File: src/rtl/fifo_stream_drain.sv
// Drain stage after a 32x32 synchronous FIFO: turns FIFO pops into a registered valid/ready stream.
// Define FIFO_DRAIN_POPCNT_EN to build the accepted-word counter on o_pop_cnt; otherwise it is tied to zero.
module fifo_stream_drain #(
    parameter int DW        = 32,
    parameter int BUF_DEPTH = 2
) (
    input  logic          clk,
    input  logic          rst_n,
    input  logic          i_fifo_empty,
    output logic          o_fifo_rd,
    input  logic [DW-1:0] i_fifo_data,
    output logic          o_m_valid,
    input  logic          i_m_ready,
    output logic [DW-1:0] o_m_data,
    output logic          o_busy,
    output logic [15:0]   o_pop_cnt
);

    logic [1:0]    occ_q, occ_d;
    logic          inflight_q, inflight_d;
    logic          rd_slot_q, rd_slot_d;
    logic          wr_slot_q, wr_slot_d;
    logic [DW-1:0] buf_q [BUF_DEPTH];
    logic [DW-1:0] buf_d [BUF_DEPTH];
    logic          out_fire;
    logic [2:0]    occ_sum;
    logic          fifo_rd;

    // A pop is only issued if the word it returns next cycle is guaranteed a free slot.
    always_comb begin
        out_fire   = (occ_q != 2'd0) & i_m_ready;
        occ_sum    = {1'b0, occ_q} + {2'b00, inflight_q} - {2'b00, out_fire};
        fifo_rd    = !i_fifo_empty & (occ_sum < 3'd2);
        occ_d      = occ_sum[1:0];
        inflight_d = fifo_rd;
        rd_slot_d  = rd_slot_q ^ out_fire;
        wr_slot_d  = wr_slot_q ^ inflight_q;
    end

    always_ff @(posedge clk or negedge rst_n) begin
        if (!rst_n) begin
            occ_q      <= 2'd0;
            inflight_q <= 1'b0;
            rd_slot_q  <= 1'b0;
            wr_slot_q  <= 1'b0;
        end else begin
            occ_q      <= occ_d;
            inflight_q <= inflight_d;
            rd_slot_q  <= rd_slot_d;
            wr_slot_q  <= wr_slot_d;
        end
    end

    generate
        for (genvar gi = 0; gi < BUF_DEPTH; gi++) begin : g_buf
            always_comb begin
                buf_d[gi] = buf_q[gi];
                if (inflight_q && (wr_slot_q == 1'(gi)))
                    buf_d[gi] = i_fifo_data;
            end

            always_ff @(posedge clk or negedge rst_n) begin
                if (!rst_n)
                    buf_q[gi] <= '0;
                else
                    buf_q[gi] <= buf_d[gi];
            end
        end
    endgenerate

    assign o_fifo_rd = fifo_rd;
    assign o_m_valid = (occ_q != 2'd0);
    assign o_m_data  = buf_q[rd_slot_q];
    assign o_busy    = (occ_q != 2'd0) | inflight_q;

`ifdef FIFO_DRAIN_POPCNT_EN
    logic [15:0] pop_cnt_q, pop_cnt_d;

    always_comb begin
        pop_cnt_d = pop_cnt_q + {15'd0, out_fire};
    end

    always_ff @(posedge clk or negedge rst_n) begin
        if (!rst_n)
            pop_cnt_q <= 16'h0000;
        else
            pop_cnt_q <= pop_cnt_d;
    end

    assign o_pop_cnt = pop_cnt_q;
`else
    assign o_pop_cnt = 16'h0000;
`endif

endmodule

File: config.mk
export PLATFORM = sky130hd
export DESIGN_NAME = fifo_stream_drain
export DESIGN_NICKNAME = d
export VERILOG_FILES = /design/src/rtl/fifo_stream_drain.sv
export SDC_FILE = /design/constraint.sdc
export NUM_CORES = 1
export LEC_CHECK = 0
export BUFFER_PORTS_ARGS = -buffer_cell sky130_fd_sc_hd__clkbuf_2
export CAP_MARGIN = 10
export CORE_MARGIN = 1
export CORE_UTILIZATION = 38
export DETAILED_ROUTE_END_ITERATION = 8
export GPL_ROUTABILITY_DRIVEN = 0
export PLACE_DENSITY = 0.72
export SYNTH_ARGS = -nofsm -noshare
export SYNTH_HDL_FRONTEND = slang
export SYNTH_SLANG_ARGS = --single-unit
export TNS_END_PERCENT = 1
File: constraint.sdc
create_clock -name clk -period 1.8 [get_ports clk]
set_input_delay 0.09 -clock clk [delete_from_list [all_inputs] [get_ports clk]]
set_output_delay 0.09 -clock clk [all_outputs]
set_load 0.01 [all_outputs]
==> results of run 1 <==
[path summary, 6_finish.rpt]
check | from | to | slack [ps] | cells past startpoint
min in group asynchronous | rst_n | buf_q[40] | 410 | 2
worst max-delay path | occ_q[1] | o_fifo_rd | -490 | 7
max in group asynchronous | rst_n | rd_slot_q | 800 | 2
worst max register to register | occ_q[1] | inflight_q | 0 | 6
worst min-delay path | i_fifo_data[2] | buf_q[2] | 30 | 2
worst min register to register | buf_q[0] | buf_q[0] | 510 | 1
[state kept, by name, indices dropped and copies added, names as in the netlist]
signal	flops
buf_q	64
inflight_q	1
occ_q	2
rd_slot_q	1
wr_slot_q	1
[worst max-delay path: cells and delay by family, from the launching register on]
family | cells | cell delay [ps]
adders and majority gates | 3 | 900
buffers and inverters | 2 | 210
and+or+nand+nor | 1 | 180
AOI/OAI and AO/OA | 1 | 200
DFF | 1 | 380
[power breakdown]
group	switching, uW	leakage (uW)	internal [uW]
Clock	564	0.000101	704
Sequential	425	0.000827	2340
Combinational	1450	0.00129	2540
[Yosys cell counts]
master,n
dfrtp_1,69
conb_1,1
fa_1,1
mux2_2,7
xor2_1,1
or3_1,1
buf_4,16
inv_1,6
mux2_4,89
buf_12,9
nor3_1,1
xnor2_1,1
or2_2,1
o21a_1,1
ha_1,4
buf_6,3
[logic make-up after synthesis]
kind of cell    count (synthesis)  share of synthesized area [%]
mux                            96                           39.1
flops                          69                           47.8
buf+inv                        34                           9.86
fa+ha+maj                       5                           1.94
simple gates                    3                          0.485
xor+xnor                        2                          0.485
other cells                     1                          0.104
compound gates                  1                          0.208
[final cells by class]
type | instances | area, sq um | share of cell area [%]
clock inverter | 4 | 47.5 | 1.06
tap | 129 | 161 | 3.60
sequential | 69 | 1730 | 38.5
clock buffer | 11 | 151 | 3.38
timing repair buffer | 111 | 763 | 17.0
multi-input combinational | 123 | 1610 | 35.9
inverter | 6 | 22.5 | 0.502
[stage by stage]
step	hold WS [ps]	setup TNS [ps]	setup WS [ps]
finish	25.2	-489	-487
global route	2.85	-633	-579
CTS	5.32	-540	-529
detailed placement	270	-189	-168
global placement	249	-127	-127
floorplan	-206	-115	-63.0
[cell usage in the layout (no fill, tap or decap), drive strengths merged]
cell         synthesis  layout
mux2                96      96
ha                   4       4
buf                 28      12
nor3                 1       1
xor2                 1       1
dfrtp               69      69
xnor2                1       1
fa                   1       1
or2                  1       1
dlygate4sd3          0      31
clkbuf               0      79
bufinv               0       1
clkinv               0       2
or3                  1       1
inv                  6       6
o21a                 1       1
conb                 1      16
clkinvlp             0       1
[routing by layer]
metal | share of wire [%] | track usage, % | vias up
met3 | 4.1 | 4.29 | 9
li1 | - | - | 912
met2 | 48 | 22.1 | 54
met5 | 0 | 0 | -
met4 | 1.2 | 4.52 | 0
met1 | 47 | 17.7 | 987
[timing repair]
| item | 4_1_cts | 5_1_grt |
|---|---|---|
| resized for setup | 0 | 1 |
| pin swaps | 1 | 0 |
| hold endpoints to repair | 124 | 0 |
| setup endpoints to repair | 2 | 2 |
| hold buffers | 31 | 0 |
==> results.rst, run 1 <==
.. list-table::
   :header-rows: 1

   * - Metric
     - Value
   * - Clk Latency, worst-skew pair
     - 330 ps
   * - Fmax achieved
     - 437 MHz
   * - Remaining max-slew budget at the tightest pin
     - 43.0%
   * - Height of the die
     - 99.5 microns
   * - Final design utilization
     - 48.5%
   * - P_leak
     - 0.00222 uW
   * - Unrepaired setup endpoints after global routing
     - yes
   * - Number of levels the H-tree was split into
     - 3
   * - Number of synthesized register bits
     - 69
   * - Period Utilization, post-route
     - 127%
   * - Ordered list of cells on the worst path
     - o21a_1, ha_1, inv_1, ha_2, fa_2, nor3_4, buf_2
   * - Number of inserted filler cells in the final layout
     - 798
   * - Horiz. Die Dim
     - 99.5 microns
   * - Initial core utilization
     - 39.1%
   * - Number of ports placed on the die boundary
     - 87
   * - Hold Violations, Final
     - 0
   * - Yosys warning count
     - 0
   * - DRC violation count after routing
     - 0
   * - Count of vias placed by the detailed router
     - 1,962
   * - Drt wl/cell
     - 14.0 microns
   * - Area of the die
     - 0.00991 sq mm
   * - Overall overflow remaining after global route
     - 0
   * - Routed Antenna Nets
     - 0
   * - Average cell area after synthesis
     - 17.1 sq um
   * - CP arrival
     - 2200 ps
   * - Num CTS Buffers
     - 9
   * - # diodes
     - 0
   * - Critical path launch point type
     - register
   * - Clock tree buffer depth
     - 2
   * - CTS tree
     - built
   * - Sequential-to-total area share from yosys stat
     - 47.8%
   * - Number of iterations in the first detailed-routing pass
     - 4
   * - Final Skew
     - 8.63 ps
   * - Category of the most critical setup path
     - register to output pin
   * - HPWL after DPL
     - 4010 microns
   * - Number of violations reported at the end of detailed-routing iteration 0
     - 25
   * - Cells after DPL
     - 407
   * - Max VDD drop
     - 0.000695 V
   * - Clock-pin slew reported for the worst setup and hold paths after clock tree synthesis
     - 70 ps
   * - Number of core rows
     - 35
   * - GR Util All Layers
     - 13.8%
   * - CP required
     - 1710 ps
   * - Wire length of the first global-routing pass
     - 10,400 microns
   * - Crit. End Element
     - output pin
   * - Top post-synthesis cells by area
     - dfrtp_1 (48%), mux2_4 (37%), buf_12 (5.0%)
   * - Post-route worst setup slack
     - -487 ps
   * - Post-route insts no fill
     - 453
   * - Final Routed Wirelength
     - 6320 microns
   * - Number of port buffers
     - 70
   * - Vias in the first global route
     - 2,093
   * - Post-Layout Inst Area
     - 0.00448 sq mm
   * - Core ar.
     - 0.00924 sq mm
   * - Drt via density
     - 4.33
   * - Worst-path cell with the longest stage delay
     - fa_2
   * - Number of distinct library cell variants in the gate-level netlist after synthesis
     - 16
   * - Worst path max stage delay
     - 460 ps
   * - Post-layout net count
     - 361
   * - Largest net degree at the start of global routing
     - 70
   * - Post-Syn Area
     - 0.00361 sq mm
   * - Number of sinks handled by clock tree synthesis
     - 69
   * - Largest fanout of any net on the critical path
     - 2
   * - Final setup fails
     - 2
   * - Total setup buffers inserted after CTS
     - 0
   * - Class of the tightest hold or removal check
     - input pin to register
   * - Total power per unit cell area
     - 1790 mW/mm^2
   * - Max Transition Viols Final
     - 0
   * - Fraction of final layout cells with drive strength greater than 1
     - 61.1%
   * - Initial antenna violation count
     - 0
   * - Slew at the pin closest to its max-slew limit
     - 855 ps
   * - Result of the run
     - finished with violations
   * - Count of max-cap constraint violations
     - 0
   * - Overall Power
     - 8020 uW
   * - CTS Root Buffer Type
     - clkbuf_8
   * - Area delta synth->final
     - 24.0%
   * - Placed Area
     - 0.00397 sq mm
   * - Portion of synthesized cell area occupied by the leading cell type
     - 47.8%
   * - Cell type with the highest aggregate area in the netlist
     - dfrtp_1
   * - Post-layout minimum cycle time
     - 2290 ps
   * - Number of standard cells after synthesis
     - 211
   * - Violations in the final reports
     - negative setup slack
No activity file was read; power rests on OpenSTA's default activity.
==> inputs of run 2 (changes only) <==
--- a/config.mk
+++ b/config.mk
@@ -5,13 +5,15 @@
 export SDC_FILE = /design/constraint.sdc
 export NUM_CORES = 1
 export LEC_CHECK = 0
-export BUFFER_PORTS_ARGS = -buffer_cell sky130_fd_sc_hd__clkbuf_2
+export ABC_AREA = 1
 export CAP_MARGIN = 10
 export CORE_MARGIN = 1
 export CORE_UTILIZATION = 38
 export DETAILED_ROUTE_END_ITERATION = 8
+export DONT_BUFFER_PORTS = 1
 export GPL_ROUTABILITY_DRIVEN = 0
-export PLACE_DENSITY = 0.72
+export PLACE_DENSITY = 0.64
+export SKIP_LAST_GASP = 1
 export SYNTH_ARGS = -nofsm -noshare
 export SYNTH_HDL_FRONTEND = slang
 export SYNTH_SLANG_ARGS = --single-unit
==> results.rst, run 2 <==
.. list-table::
   :header-rows: 1

   * - Metric
     - Value
   * - Result of the run
     - finished with violations
   * - Violations in the final reports
     - negative setup slack
   * - Post-layout minimum cycle time
     - 2250 ps (-41.6 ps)
   * - Count of max-cap constraint violations
     - 0 (unchanged)
   * - Largest registers
     - buf_q (64), occ_q (2)
   * - Post-placement worst setup slack
     - -120 ps (+47.5 ps)
   * - DRC violation count after routing
     - 0 (unchanged)
   * - Fraction of final layout cells with drive strength greater than 1
     - 8.14% (-53 points)
   * - Overall overflow remaining after global route
     - 0 (unchanged)
   * - Category of the most critical setup path
     - register to output pin
   * - Top post-synthesis cells by area
     - dfrtp_1 (53%), nand2_1 (12%), o21ai_1 (10%)
   * - Fmax achieved
     - 445 MHz (+1.9%)
   * - Cell depth of the worst flop-to-flop path
     - 9 (+3)
   * - Clock-pin slew reported for the worst setup and hold paths after clock tree synthesis
     - 70 ps (about the same)
   * - Number of levels the H-tree was split into
     - 3 (unchanged)
   * - Area share of xor/xnor cells in the synthesized design
     - 0% (-0.48 points)
   * - Initial core utilization
     - 39.4% (+0.29 points)
   * - Number of core rows
     - 33 (-5.7%)
   * - Unrepaired setup endpoints after global routing
     - yes
   * - GR Util All Layers
     - 15.6% (+1.8 points)
   * - Setup TNS
     - -569 ps (-80.0 ps)
   * - Hold Violations, Final
     - 0 (unchanged)
   * - Simple-gate area share of the yosys netlist
     - 12.3% (+12 points)
   * - Initial antenna violation count
     - 0 (unchanged)
   * - Average cell area after synthesis
     - 8.35 sq um (-51%)
   * - Critical path launch point type
     - register
   * - Period Utilization, post-route
     - 125% (-2.3 points)
   * - Clk Latency, worst-skew pair
     - 320 ps (about the same)
   * - End of the worst register-to-register path
     - inflight_q
   * - Post-route worst setup slack
     - -446 ps (+41.6 ps)
   * - Most frequent cells in the layout
     - nand2_1 (99), inv_1 (74), dfrtp_1 (68)
   * - Most frequent standard cell in the layout excluding fill and tap cells
     - nand2_1
   * - Largest fanout of any net on the critical path
     - 2 (unchanged)
   * - Crit. End Element
     - output pin
   * - Fraction of the mapped netlist area in adder cells
     - 2.16% (+0.23 points)
   * - Num CTS Buffers
     - 9 (unchanged)
   * - CTS Root Buffer Type
     - clkbuf_8
   * - Synth top cells by count
     - nand2_1 (101), inv_1 (74), dfrtp_1 (69), o21ai_1 (67), o21ai_0 (30)
   * - Largest register FFs
     - 64 (unchanged)
   * - Reg-to-Reg Start
     - occ_q[1]
   * - Final setup fails
     - 2 (unchanged)
   * - Number of violations reported at the end of detailed-routing iteration 0
     - 110 (+340%)
   * - Count of flip-flops with a built-in enable after synthesis
     - 0 (unchanged)
   * - Height of the die
     - 94.3 microns (-5.2%)
   * - Register-to-register setup slack
     - -120 ps (-120 ps)
   * - Top flip-flop cell by instance count after synthesis
     - dfrtp_1
   * - Cell type with the highest aggregate area in the netlist
     - dfrtp_1
   * - P_leak
     - 0.00184 uW (-17%)
   * - Vias in the first global route
     - 2,413 (+15%)
   * - Sequential-to-total area share from yosys stat
     - 53.3% (+5.6 points)
   * - Proportion of synthesized flip-flops having asynchronous set or reset
     - 100% (unchanged)
   * - Post-layout net count
     - 466 (+29%)
   * - Capturing element of the worst setup path
     - o_fifo_rd
   * - Horiz. Die Dim
     - 94.3 microns (-5.2%)
   * - Number of ports placed on the die boundary
     - 87 (unchanged)
   * - Number of sinks handled by clock tree synthesis
     - 69 (unchanged)
   * - Wire length of the first global-routing pass
     - 10,600 microns (+1.4%)
   * - Share of synthesized area spent on multiplexers
     - 0% (-39 points)
   * - Area delta synth->final
     - 19.4%
   * - Max Transition Viols Final
     - 0 (unchanged)
   * - Number of synthesized register bits
     - 69 (unchanged)
   * - Clock tree buffer depth
     - 2 (unchanged)
   * - Drt wl/cell
     - 11.6 microns (-17%)
   * - HPWL after DPL
     - 3920 microns (-2.1%)
   * - Core ar.
     - 0.00822 sq mm (-11%)
   * - Cell with the most instances after synthesis
     - nand2_1
   * - Total power per unit cell area
     - 1660 mW/mm^2 (-7.3%)
   * - CTS tree
     - built
   * - CP arrival
     - 2160 ps (-40 ps)
   * - Routed Antenna Nets
     - 0 (unchanged)
   * - # diodes
     - 0 (unchanged)
   * - Drt via density
     - 4.48 (+3.5%)
   * - CP required
     - 1710 ps (about the same)
   * - Post-Syn Area
     - 0.00324 sq mm (-10%)
   * - Number of port buffers
     - 0 (-100%)
   * - Post-Layout Inst Area
     - 0.00386 sq mm (-14%)
   * - Post-route insts no fill
     - 535 (+18%)
   * - Number of iterations in the first detailed-routing pass
     - 4 (unchanged)
   * - Placed Area
     - 0.00324 sq mm (-18%)
   * - Yosys warning count
     - 0 (unchanged)
   * - Top reg by flops
     - buf_q
   * - Class of the tightest hold or removal check
     - input pin to async pin
   * - Count of vias placed by the detailed router
     - 2,399 (+22%)
   * - Portion of synthesized cell area occupied by the leading cell type
     - 53.3% (+5.6 points)
   * - Largest family of logic cells by synthesized area
     - buffers and inverters
   * - Number of distinct library cell variants in the gate-level netlist after synthesis
     - 15 (-1)
   * - Area of the die
     - 0.00889 sq mm (-10%)
   * - Remaining max-slew budget at the tightest pin
     - 64.4% (+21 points)
   * - Compound-gate portion of the synthesized area
     - 15.0% (+15 points)
   * - Cells after DPL
     - 479 (+18%)
   * - Final Skew
     - 6.84 ps (-1.79 ps)
   * - Number of standard cells after synthesis
     - 388 (+84%)
   * - Slew at the pin closest to its max-slew limit
     - 534 ps (-321 ps)
   * - Worst setup path startpoint
     - occ_q[1]
   * - Largest net degree at the start of global routing
     - 70 (unchanged)
   * - Final Routed Wirelength
     - 6200 microns (-2.0%)
   * - Max VDD drop
     - 0.000860 V (+24%)
run 2: cell types whose count changed after synthesis, sizes merged:
| cell | change |
|---|---|
| mux2 | -96 |
| buf | +8 |
| nand2 | +101 |
| nand3 | +2 |
| xor2 | -1 |
| o21ai | +97 |
| o21a | -1 |
| clkbuf | +1 |
| nor2 | +1 |
| or3 | -1 |
| xnor2 | -1 |
| or2 | -1 |
| inv | +68 |
run 2: metrics by stage:
step | hold WS, ps | util, % | total power, uW
after global placement | -204 | 39.5 | 4880
after detailed placement | -204 | 39.5 | 5000
final | 295 | 47.0 | 6410
after CTS | 281 | 46.7 | 6490
after global routing | 295 | 47.0 | 7050
after floorplan | -206 | - | 4610
run 2: worst min path at each step:
stage	to	slack, ps	cells past startpoint
floorplan	buf_q[0]	-210	0
global placement	buf_q[26]	-200	0
detailed placement	buf_q[26]	-200	0
CTS	buf_q[26]	280	2
global route	buf_q[26]	290	2
finish	buf_q[26]	290	2
run 2: worst max-delay path: stages (launching register included):
cell	delay [ps]
dfrtp_1	390
o21ai_2	170
inv_1	70
ha_1	270
inv_1	40
ha_1	180
fa_2	350
nand2_2	70
nand2_2	60
nor3_4	230
run 2: final cells by class:
type	count	area (sq um)
inverter	74	278
tap	105	131
clock inverter	5	75.1
multi-input combinational	223	1040
fill	779	4350
sequential	69	1730
timing repair buffer	48	480
clock buffer	11	131
run 2: report_power, final:
part           internal [uW]  switching, uW
clock                    774            531
sequential              2320            393
combinational            839           1560
run 2: cell families (layout without fill, tap and decap cells):
logic type / Yosys count / in the layout
buf+inv: 111 / 138
simple gates: 105 / 105
compound gates: 97 / 97
flops: 69 / 69
fa+ha+maj: 5 / 5
other cells: 1 / 16
run 2: timing repair:
| action | 4_1_cts | 5_1_grt |
|---|---|---|
| setup endpoints to repair | 2 | 5 |
| pin swaps | 2 | 2 |
| hold endpoints to repair | 135 | 0 |
| hold buffers | 36 | 0 |
| gates cloned | 0 | 0 |
| resized for setup | 1 | 1 |
| buffers inserted | 1 | 3 |
run 2: metal layers:
layer  up-vias  routed length [microns]  GRT usage (%)
met5         -                        0              0
met3         2                      360           5.34
met1      1109                     2670           18.2
met2        70                     3140           26.7
met4         0                       32           5.00
li1       1218                        -              -
